--- config.mk ---
export PLATFORM = sky130hd
export DESIGN_NAME = multicycle_controller_flat
export DESIGN_NICKNAME = d
export VERILOG_FILES = /design/src/rtl/multicycle_controller_pkg.sv /design/src/rtl/multicycle_controller_if.sv /design/src/rtl/multicycle_controller_imm_src_decoder.sv /design/src/rtl/multicycle_controller.sv /design/src/flat_wrapper.sv
export SDC_FILE = /design/constraint.sdc
export NUM_CORES = 1
export LEC_CHECK = 0
export CORE_MARGIN = 3
export CORE_UTILIZATION = 45
export CTS_CLUSTER_DIAMETER = 120
export DETAILED_ROUTE_END_ITERATION = 8
export PLACE_DENSITY = 0.78
export SLEW_MARGIN = 20
export SYNTH_ARGS = -nofsm -noshare
export SYNTH_HDL_FRONTEND = slang
export SYNTH_SLANG_ARGS = --single-unit
--- constraint.sdc ---
create_clock -name clk -period 1.8 [get_ports clk]
set_input_delay 0.45 -clock clk [delete_from_list [all_inputs] [get_ports clk]]
set_output_delay 0.45 -clock clk [all_outputs]
set_load 0.02 [all_outputs]
--- src/rtl/multicycle_controller_pkg.sv ---
// Shared types and encodings for the multicycle RV32I control path.
// Optional INSTRET_COUNTER_EN build macro is consumed by the interface and top.
package riscv_ctrl_pkg;

    typedef enum logic [3:0] {
        WAIT,
        FETCH,
        DECODE,
        MEMADR,
        MEMREAD,
        MEMWB,
        MEMWRITE,
        EXECR,
        EXECI,
        ALUWB,
        BEQ,
        JAL,
        TRAP
    } state_t;

    localparam logic [6:0] OP_LOAD   = 7'b0000011;
    localparam logic [6:0] OP_STORE  = 7'b0100011;
    localparam logic [6:0] OP_RTYPE  = 7'b0110011;
    localparam logic [6:0] OP_ITYPE  = 7'b0010011;
    localparam logic [6:0] OP_BRANCH = 7'b1100011;
    localparam logic [6:0] OP_JAL    = 7'b1101111;

    localparam logic [1:0] ALUOP_ADD   = 2'b00;
    localparam logic [1:0] ALUOP_SUB   = 2'b01;
    localparam logic [1:0] ALUOP_FUNCT = 2'b10;

    localparam logic [1:0] RES_ALUOUT    = 2'b00;
    localparam logic [1:0] RES_MEMDATA   = 2'b01;
    localparam logic [1:0] RES_ALURESULT = 2'b10;

    localparam logic [1:0] SRCA_PC    = 2'b00;
    localparam logic [1:0] SRCA_OLDPC = 2'b01;
    localparam logic [1:0] SRCA_RS1   = 2'b10;

    localparam logic [1:0] SRCB_RS2  = 2'b00;
    localparam logic [1:0] SRCB_IMM  = 2'b01;
    localparam logic [1:0] SRCB_FOUR = 2'b10;

    localparam logic [1:0] IMM_I = 2'b00;
    localparam logic [1:0] IMM_S = 2'b01;
    localparam logic [1:0] IMM_B = 2'b10;
    localparam logic [1:0] IMM_J = 2'b11;

endpackage

--- src/rtl/multicycle_controller_if.sv ---
// Control bundle between the multicycle controller and the datapath.
// instret exists only when INSTRET_COUNTER_EN is defined.
interface multicycle_controller_if;

    logic [6:0]  op;
    logic        zero;
    logic        mem_ready;
    logic        pc_write;
    logic        adr_src;
    logic        mem_req;
    logic        mem_write;
    logic        ir_write;
    logic [1:0]  result_src;
    logic [1:0]  alu_src_a;
    logic [1:0]  alu_src_b;
    logic [1:0]  alu_op;
    logic [1:0]  imm_src;
    logic        reg_write;
    logic        illegal_instr;
`ifdef INSTRET_COUNTER_EN
    logic [31:0] instret;
`endif

    modport master (
        input  op, zero, mem_ready,
`ifdef INSTRET_COUNTER_EN
        output instret,
`endif
        output pc_write, adr_src, mem_req, mem_write, ir_write, result_src,
               alu_src_a, alu_src_b, alu_op, imm_src, reg_write, illegal_instr
    );

    modport slave (
        output op, zero, mem_ready,
`ifdef INSTRET_COUNTER_EN
        input  instret,
`endif
        input  pc_write, adr_src, mem_req, mem_write, ir_write, result_src,
               alu_src_a, alu_src_b, alu_op, imm_src, reg_write, illegal_instr
    );

endinterface

--- src/rtl/multicycle_controller_imm_src_decoder.sv ---
// Opcode to immediate-format select; kept separate so the pipelined core can reuse it.
module imm_src_decoder
    import riscv_ctrl_pkg::*;
(
    input  logic [6:0] op,
    output logic [1:0] imm_src
);

    always_comb begin
        imm_src = IMM_I;
        case (op)
            OP_STORE:  imm_src = IMM_S;
            OP_BRANCH: imm_src = IMM_B;
            OP_JAL:    imm_src = IMM_J;
            default:   imm_src = IMM_I;
        endcase
    end

endmodule

--- src/rtl/multicycle_controller.sv ---
// Main control FSM of the multicycle RV32I core.
// Build macro INSTRET_COUNTER_EN adds the retired-instruction counter.
//
// state    | meaning
// WAIT     | post-reset idle, RESET_WAIT cycles
// FETCH    | read instruction, PC <= PC+4 on mem_ready
// DECODE   | branch target precompute, dispatch on op
// MEMADR   | rs1 + imm address calculation
// MEMREAD  | load access, held until mem_ready
// MEMWB    | load data to rd
// MEMWRITE | store access, held until mem_ready
// EXECR    | register-register ALU op
// EXECI    | register-immediate ALU op
// ALUWB    | ALU result register to rd
// BEQ      | compare, take branch on zero
// JAL      | jump, compute PC+4 for rd
// TRAP     | unsupported opcode, exits only through rst
module multicycle_controller
    import riscv_ctrl_pkg::*;
#(
    parameter int unsigned RESET_WAIT = 0
) (
    input  logic                      clk,
    input  logic                      rst,
    multicycle_controller_if.master   bus
);

    localparam logic [3:0] WAIT_LOAD = (RESET_WAIT > 0) ? 4'(RESET_WAIT - 1) : 4'd0;
    localparam state_t     RST_STATE = (RESET_WAIT > 0) ? WAIT : FETCH;

    state_t     state;
    logic [3:0] wait_cnt;
    logic       mem_is_store;

    logic       branch;
    logic       pc_update;
    logic       adr_src;
    logic       mem_req;
    logic       mem_write;
    logic       ir_write;
    logic [1:0] result_src;
    logic [1:0] alu_src_a;
    logic [1:0] alu_src_b;
    logic [1:0] alu_op;
    logic       reg_write;
    logic       illegal_instr;
    logic [1:0] imm_dec;

`ifdef INSTRET_COUNTER_EN
    logic [31:0] instret_q;
    logic        retire;

    assign retire = (state == MEMWB) || (state == ALUWB) || (state == BEQ) ||
                    ((state == MEMWRITE) && bus.mem_ready);
`endif

    always_ff @(posedge clk) begin
        if (rst) begin
            state        <= RST_STATE;
            wait_cnt     <= WAIT_LOAD;
            mem_is_store <= 1'b0;
`ifdef INSTRET_COUNTER_EN
            instret_q    <= 32'd0;
`endif
        end else begin
`ifdef INSTRET_COUNTER_EN
            if (retire) instret_q <= instret_q + 32'd1;
`endif
            case (state)
                WAIT: begin
                    if (wait_cnt == 4'd0) state <= FETCH;
                    else                  wait_cnt <= wait_cnt - 4'd1;
                end
                FETCH:    if (bus.mem_ready) state <= DECODE;
                DECODE: begin
                    // latch load/store choice so MEMADR does not depend on op later
                    mem_is_store <= (bus.op == OP_STORE);
                    case (bus.op)
                        OP_LOAD, OP_STORE: state <= MEMADR;
                        OP_RTYPE:          state <= EXECR;
                        OP_ITYPE:          state <= EXECI;
                        OP_BRANCH:         state <= BEQ;
                        OP_JAL:            state <= JAL;
                        default:           state <= TRAP;
                    endcase
                end
                MEMADR:   state <= mem_is_store ? MEMWRITE : MEMREAD;
                MEMREAD:  if (bus.mem_ready) state <= MEMWB;
                MEMWB:    state <= FETCH;
                MEMWRITE: if (bus.mem_ready) state <= FETCH;
                EXECR:    state <= ALUWB;
                EXECI:    state <= ALUWB;
                ALUWB:    state <= FETCH;
                BEQ:      state <= FETCH;
                JAL:      state <= ALUWB;
                TRAP:     state <= TRAP;
                default:  state <= FETCH;
            endcase
        end
    end

    // Moore decode; everything forced low while rst is asserted
    always_comb begin
        branch        = 1'b0;
        pc_update     = 1'b0;
        adr_src       = 1'b0;
        mem_req       = 1'b0;
        mem_write     = 1'b0;
        ir_write      = 1'b0;
        result_src    = RES_ALUOUT;
        alu_src_a     = SRCA_PC;
        alu_src_b     = SRCB_RS2;
        alu_op        = ALUOP_ADD;
        reg_write     = 1'b0;
        illegal_instr = 1'b0;
        if (!rst) begin
            case (state)
                FETCH: begin
                    mem_req    = 1'b1;
                    alu_src_a  = SRCA_PC;
                    alu_src_b  = SRCB_FOUR;
                    result_src = RES_ALURESULT;
                    ir_write   = bus.mem_ready;
                    pc_update  = bus.mem_ready;
                end
                DECODE: begin
                    alu_src_a = SRCA_OLDPC;
                    alu_src_b = SRCB_IMM;
                end
                MEMADR: begin
                    alu_src_a = SRCA_RS1;
                    alu_src_b = SRCB_IMM;
                end
                MEMREAD: begin
                    adr_src = 1'b1;
                    mem_req = 1'b1;
                end
                MEMWB: begin
                    result_src = RES_MEMDATA;
                    reg_write  = 1'b1;
                end
                MEMWRITE: begin
                    adr_src   = 1'b1;
                    mem_req   = 1'b1;
                    mem_write = 1'b1;
                end
                EXECR: begin
                    alu_src_a = SRCA_RS1;
                    alu_src_b = SRCB_RS2;
                    alu_op    = ALUOP_FUNCT;
                end
                EXECI: begin
                    alu_src_a = SRCA_RS1;
                    alu_src_b = SRCB_IMM;
                    alu_op    = ALUOP_FUNCT;
                end
                ALUWB: reg_write = 1'b1;
                BEQ: begin
                    alu_src_a = SRCA_RS1;
                    alu_src_b = SRCB_RS2;
                    alu_op    = ALUOP_SUB;
                    branch    = 1'b1;
                end
                JAL: begin
                    alu_src_a = SRCA_OLDPC;
                    alu_src_b = SRCB_FOUR;
                    pc_update = 1'b1;
                end
                TRAP:    illegal_instr = 1'b1;
                default: ;
            endcase
        end
    end

    imm_src_decoder u_imm_src_decoder (
        .op      (bus.op),
        .imm_src (imm_dec)
    );

    assign bus.pc_write      = (branch & bus.zero) | pc_update;
    assign bus.adr_src       = adr_src;
    assign bus.mem_req       = mem_req;
    assign bus.mem_write     = mem_write;
    assign bus.ir_write      = ir_write;
    assign bus.result_src    = result_src;
    assign bus.alu_src_a     = alu_src_a;
    assign bus.alu_src_b     = alu_src_b;
    assign bus.alu_op        = alu_op;
    assign bus.imm_src       = rst ? 2'b00 : imm_dec;
    assign bus.reg_write     = reg_write;
    assign bus.illegal_instr = illegal_instr;
`ifdef INSTRET_COUNTER_EN
    assign bus.instret       = instret_q;
`endif

endmodule
--- src/flat_wrapper.sv ---
// flat-port wrapper written by rule: the top's interface ports become plain ports
module multicycle_controller_flat import riscv_ctrl_pkg::*;
#(
    parameter int unsigned RESET_WAIT = 0
)
  (clk, rst, bus_op, bus_zero, bus_mem_ready, bus_pc_write, bus_adr_src, bus_mem_req, bus_mem_write, bus_ir_write, bus_result_src, bus_alu_src_a, bus_alu_src_b, bus_alu_op, bus_imm_src, bus_reg_write, bus_illegal_instr);
  multicycle_controller_if bus_i ();
  input  logic clk;
  input  logic rst;
  input wire logic [$bits(bus_i.op)-1:0] bus_op;
  input wire logic [$bits(bus_i.zero)-1:0] bus_zero;
  input wire logic [$bits(bus_i.mem_ready)-1:0] bus_mem_ready;
  output wire logic [$bits(bus_i.pc_write)-1:0] bus_pc_write;
  output wire logic [$bits(bus_i.adr_src)-1:0] bus_adr_src;
  output wire logic [$bits(bus_i.mem_req)-1:0] bus_mem_req;
  output wire logic [$bits(bus_i.mem_write)-1:0] bus_mem_write;
  output wire logic [$bits(bus_i.ir_write)-1:0] bus_ir_write;
  output wire logic [$bits(bus_i.result_src)-1:0] bus_result_src;
  output wire logic [$bits(bus_i.alu_src_a)-1:0] bus_alu_src_a;
  output wire logic [$bits(bus_i.alu_src_b)-1:0] bus_alu_src_b;
  output wire logic [$bits(bus_i.alu_op)-1:0] bus_alu_op;
  output wire logic [$bits(bus_i.imm_src)-1:0] bus_imm_src;
  output wire logic [$bits(bus_i.reg_write)-1:0] bus_reg_write;
  output wire logic [$bits(bus_i.illegal_instr)-1:0] bus_illegal_instr;
  assign bus_i.op = bus_op;
  assign bus_i.zero = bus_zero;
  assign bus_i.mem_ready = bus_mem_ready;
  assign bus_pc_write = bus_i.pc_write;
  assign bus_adr_src = bus_i.adr_src;
  assign bus_mem_req = bus_i.mem_req;
  assign bus_mem_write = bus_i.mem_write;
  assign bus_ir_write = bus_i.ir_write;
  assign bus_result_src = bus_i.result_src;
  assign bus_alu_src_a = bus_i.alu_src_a;
  assign bus_alu_src_b = bus_i.alu_src_b;
  assign bus_alu_op = bus_i.alu_op;
  assign bus_imm_src = bus_i.imm_src;
  assign bus_reg_write = bus_i.reg_write;
  assign bus_illegal_instr = bus_i.illegal_instr;
  multicycle_controller #(.RESET_WAIT(RESET_WAIT)) u_core (.clk(clk), .rst(rst), .bus(bus_i));
endmodule
# After elaboration in Yosys (flattened, before gate mapping)
# Index checks and enable logic that the tools add are counted.
# word_totals
n_memories,0
ramBits,0
inputBits,11
latchBits,0
output_inout_bits,17
register_bits,9
romBits,0
wordCells,76
# classes
n_reduce_logical,14
eq_ne,22
n_shift,0
mux,33
bitwise_logic,3
order_cmp,0
addsub,1
div,0
mul,0
# op_table
operator,count
$pmux W4 S8,1
$eq A4 B4 Y1 const B,5
$pmux W4 S5,1
$eq A4 B3 Y1 const B,4
$mux W4,4
$pmux W2 S2,4
$mux W1,15
$eq A7 B6 Y1 const B,2
$eq A7 B7 Y1 const B,2
$mux W2,6
$reduce_or A2 Y1,6
$reduce_or A3 Y1,3
$eq A4 B2 Y1 const B,2
$logic_not A4 Y1,2
$eq A7 B2 Y1 const B,1
$eq A7 B5 Y1 const B,1
$ne A2 B2 Y1 const B,3
$pmux W2 S3,1
$eq A4 B1 Y1 const B,1
$reduce_and A4 Y1,1
$reduce_or A4 Y1,1
$sub A4 B1 Y4 const B,1
$ne A2 B1 Y1 const B,1
$pmux W1 S2,1
other kinds (4),4

# Logic depth before layout (Yosys ltp)
# depth
ltp_word,5
mapped_depth,6
mapped_depth_nobuf,6

# Hierarchy
# A second synthesis with hierarchy kept.
# hier_totals
cells_unflattened,123
hier_area_um2,868.3
# modules_own_cells
module,n_inst,cells_per_inst,seq_area_each_um2,area_per_inst_um2
multicycle_controller,1,117,180.2,824.5
imm_src_decoder,1,6,0.0,43.8

# Worst setup path before layout
# Ideal clock, no wire load.
# synth_path
path_kind,input to output
from,input bus_op[3]
to,output bus_imm_src[0]
stages,2
t_arrival_ns,2.034
slack_ns,-0.684
n_path_buf,0
required_ns,1.350
cell_sequence,or3_1 a2111oi_0
# synth_via
elab_chain_cells,3
word_cells_on_any_way,5
classes_between,eq/ne: 3; mux: 2
# synth_lines
item,line,text
start: declaration,flat_wrapper.sv:10,input wire logic [$bits(bus_i.op)-1:0] bus_op;
$eq A7 B7 Y1 / $eq A7 B6 Y1 (equally long branches),multicycle_controller_imm_src_decoder.sv:11,case (op)
$pmux W2 S3 (*),multicycle_controller_imm_src_decoder.sv:11,
$mux W2 (*),multicycle_controller.sv:189,assign bus.imm_src = rst ? 2'b00 : imm_dec;
end: declaration,flat_wrapper.sv:22,output wire logic [$bits(bus_i.imm_src)-1:0] bus_imm_src;
# Mark *: on every way between the ends. The rest lies on a longest branch, timed or not.

# Worst setup path after layout
# layout_path
from,register u_core.state[0]
to,output bus_alu_op[1]
# layout_via
elab_chain_cells,4
word_cells_on_any_way,6
classes_between,eq/ne: 3; mux: 2; reduce/logical: 1
# layout_lines
item,line,text
start: declaration,multicycle_controller.sv:31,state_t state;
start signal: assignment,multicycle_controller.sv:87,MEMADR: state <= mem_is_store ? MEMWRITE : MEMREAD;
$eq A4 B3 Y1 / $eq A4 B4 Y1 (equally long branches),multicycle_controller.sv:117,case (state)
$reduce_or A2 Y1 (no source line),n/a,
$pmux W2 S2 (*),multicycle_controller.sv:117,
$mux W2 (*),multicycle_controller.sv:116,if (!rst) begin
end: declaration,flat_wrapper.sv:21,output wire logic [$bits(bus_i.alu_op)-1:0] bus_alu_op;
# Marked as above.

==> impl_metrics.yaml <==
status:
  status: "finished, violations left"
  violations: "negative setup slack"
detailed_routing:
  ant_nets: 0
  drtIter0Drc: 82
  routed_via_density: 6.33
  first_pass_iters: 4
  vias: 1330
  drc_errors: 0
  drt-total-wl_microns: 4440
  drt-wirelength-per-cell_microns: 21.1
global_routing:
  track_usage: 0.317
  grt_pass1_wl_microns: 5900
  grt_max_degree: 14
  antenna_found_initial: 0
  overflow: 0
  first_global_vias: 1188
worst_setup_path:
  critPathMaxFanout: 6
  start_kind: "flip-flop"
  crit_top_cell: "buf_4"
  worstPathCellList: "buf_4 > nor2_4 > nand2_1 > o21ai_0 > nor2b_2 > buf_4"
  cp_data_arrival_time_ns: 1.53
  worstPathRequired_ns: 1.35
  worst_r2r_path_depth: 5
  crit_path_end_kind: "output port"
  crit_type: "reg -> out"
  crit_path_top_delay_cell: "dfxtp_4"
  critPathMaxStageDelay_ns: 0.39
sta:
  max_freq_ghz: 0.506
  fin_worst_skew_ns: 0.00130
  final_hold_viol_count: 0
  slew_viol_final: 0
  slew_headroom: 0.641
  rsz0062_at_grt: "yes"
  timing.final.crit_share: 1.10
  fin_ws_ns: -0.176
  worstMarginPinSlew_ns: 0.534
  period_needed_ns: 1.98
  holdWs_ns: 0.459
  finalSetupViolCount: 12
pwr:
  leakage_nw: 0.716
  power.share.switching: 0.449
  p_clk_frac: 0.107
  combPwrFrac: 0.707
  internal_power_mw: 0.875
  power_density_nw_per_um2: 958
  power_mw: 1.59
  p_sw_mw: 0.713
  peakVddDrop_mv: 0.820
  power.share.sequential: 0.186
die:
  coreArea_sq_um: 1760
  die_w_microns: 49.8
  die-area_sq_um: 2480
  dieHeight_microns: 49.8
  start_util: 0.489
  io_pins: 28
  rows: 15
clocking:
  clkTransAtPathRegs_ns: 0.07
  clk_latency_ns: 0.27
  cts_buffers: 3
  cts_sinks: 9
  clock_path_buffers: 2
  cts_tree: "done"
  cts_root_buffer: "clkbuf_4"
  cts_hold_buf: 0
  cts-htree-levels: 1
placed_design:
  hpwlAfterDp_microns: 2190
  port-buffer-count: 27
  gp_congestion: 0.806
  dpl-instance-area_sq_um: 1430
hold_path:
  hp-class: "reg -> reg"
  whs_path_depth: 2
logic_synthesis:
  ys_ff_latch: 9
  synthCells: 119
  synth_nets: 131
  syn_area_sq_um: 862
  synth_area_per_cell_sq_um: 7.24
  yosysWarnings: 0
  yosysUniqueCellTypes: 44
  synth_ff_type: "dfxtp_1"
  synth-edff-count: 0
  ys_seq_area_frac: 0.209
  async_reset_ff_frac: 0
cells_and_area:
  nNetsFinal: 198
  nFillCells: 56
  utilization: 0.940
  antenna_cells: 0
  fin_area_sq_um: 1660
  syn_to_final_growth_pct: 92.3
  drive_above_1_share: 0.584
flow_run:
  maxCapViolations: 0
## sequential cells by signal, indices dropped and copies added (netlist names)
name / count
u_core.state: 4
u_core.wait_cnt: 4
u_core.mem_is_store: 1
## kinds of logic (layout without fill, tap and decap cells)
group	Yosys count	after routing	synth area share
AO/OA/AOI/OAI	27	27	0.222
flip-flops	9	9	0.209
multiplexers	3	3	0.0377
buffers and inverters	11	77	0.0581
XOR/XNOR	6	6	0.0610
AND/OR/NAND/NOR	62	62	0.398
adder cells (fa/ha/maj)	1	1	0.0145
## power groups by stage
stage | clock, mW | combinational, mW | sequential (mW)
final | 0.170 | 1.12 | 0.296
after detailed placement | 0 | 0.862 | 0.264
after global routing | 0.184 | 1.18 | 0.299
after floorplan | 0 | 0.507 | 0.243
after CTS | 0.165 | 0.973 | 0.283
after global placement | 0 | 0.840 | 0.261
## final cells by class
class                      instances  area [sq um]  share of cell area
inverter                           2          7.51             0.00453
sequential                         9           193               0.116
clock inverter                     1          5.00             0.00302
multi-input combinational         99           811               0.489
clock buffer                       3          22.5              0.0136
tap                               25          31.3              0.0189
timing repair buffer              71           588               0.355
## cells in the final DEF, fill, tap and decap left out, types with 4 or more instances in the layout
cell type      instances
a21o_1                 4
buf_4                 43
dfxtp_1                5
nor2_1                10
nand2b_4               4
nand2_1                6
a21oi_1                4
buf_6                 13
xnor2_1                4
buf_2                  6
nand2_2                4
o21ai_0                4
dlygate4sd2_1          5
## final timing paths
kind	startpoint	endpoint	slack, ns
hold / removal	u_core.mem_is_store	u_core.mem_is_store	0.46
hold reg to reg	u_core.mem_is_store	u_core.mem_is_store	0.46
setup reg to reg	u_core.state[0]	u_core.state[1]	-0.02
setup / recovery	u_core.state[0]	bus_alu_op[1]	-0.18
## cells in the mapped netlist (all sizes together), types with 4 or more instances
cell type   n  area share
dfxtp       9        0.21
nor3        6       0.035
nand3       5       0.029
nand2      10       0.044
nor2       13       0.057
clkbuf      7       0.030
o21ai       4       0.023
a21oi       4       0.023
xnor2       4       0.041
nand2b      7       0.051
a21o        4       0.035
## metal layers
metal	part of all wire	vias up	wire length (microns)	global-route usage
li1	-	565	-	-
met1	0.36	608	1580	0.374
met2	0.48	113	2130	0.551
met3	0.097	44	432	0.0544
met4	0.066	0	294	0.147
met5	0	-	0	0
## per-stage QoR
step	TNS, ns	setup WS [ns]	std cells
final	-0.804	-0.176	210
after global routing	-1.51	-0.248	210
after CTS	-0.558	-0.149	207
after detailed placement	-13.18	-0.994	196
after global placement	-12.33	-0.943	196
after floorplan	-0.203	-0.0792	119
## critical path, delay by kind of cell, from the launching register on
| family | cells | cell delay (ns) |
|---|---|---|
| compound gates | 1 | 0.17 |
| simple gates | 3 | 0.40 |
| buf+inv | 2 | 0.29 |
| flops | 1 | 0.39 |
## what timing repair did
| action | 4_1_cts | 5_1_grt |
|---|---|---|
| cloned | 0 | 0 |
| endpoints found under the setup margin | 19 | 18 |
| pin swaps | 12 | 10 |
| setup buffers | 7 | 3 |
| resized for setup | 134 | 22 |
(Power assumes the default switching activity.)
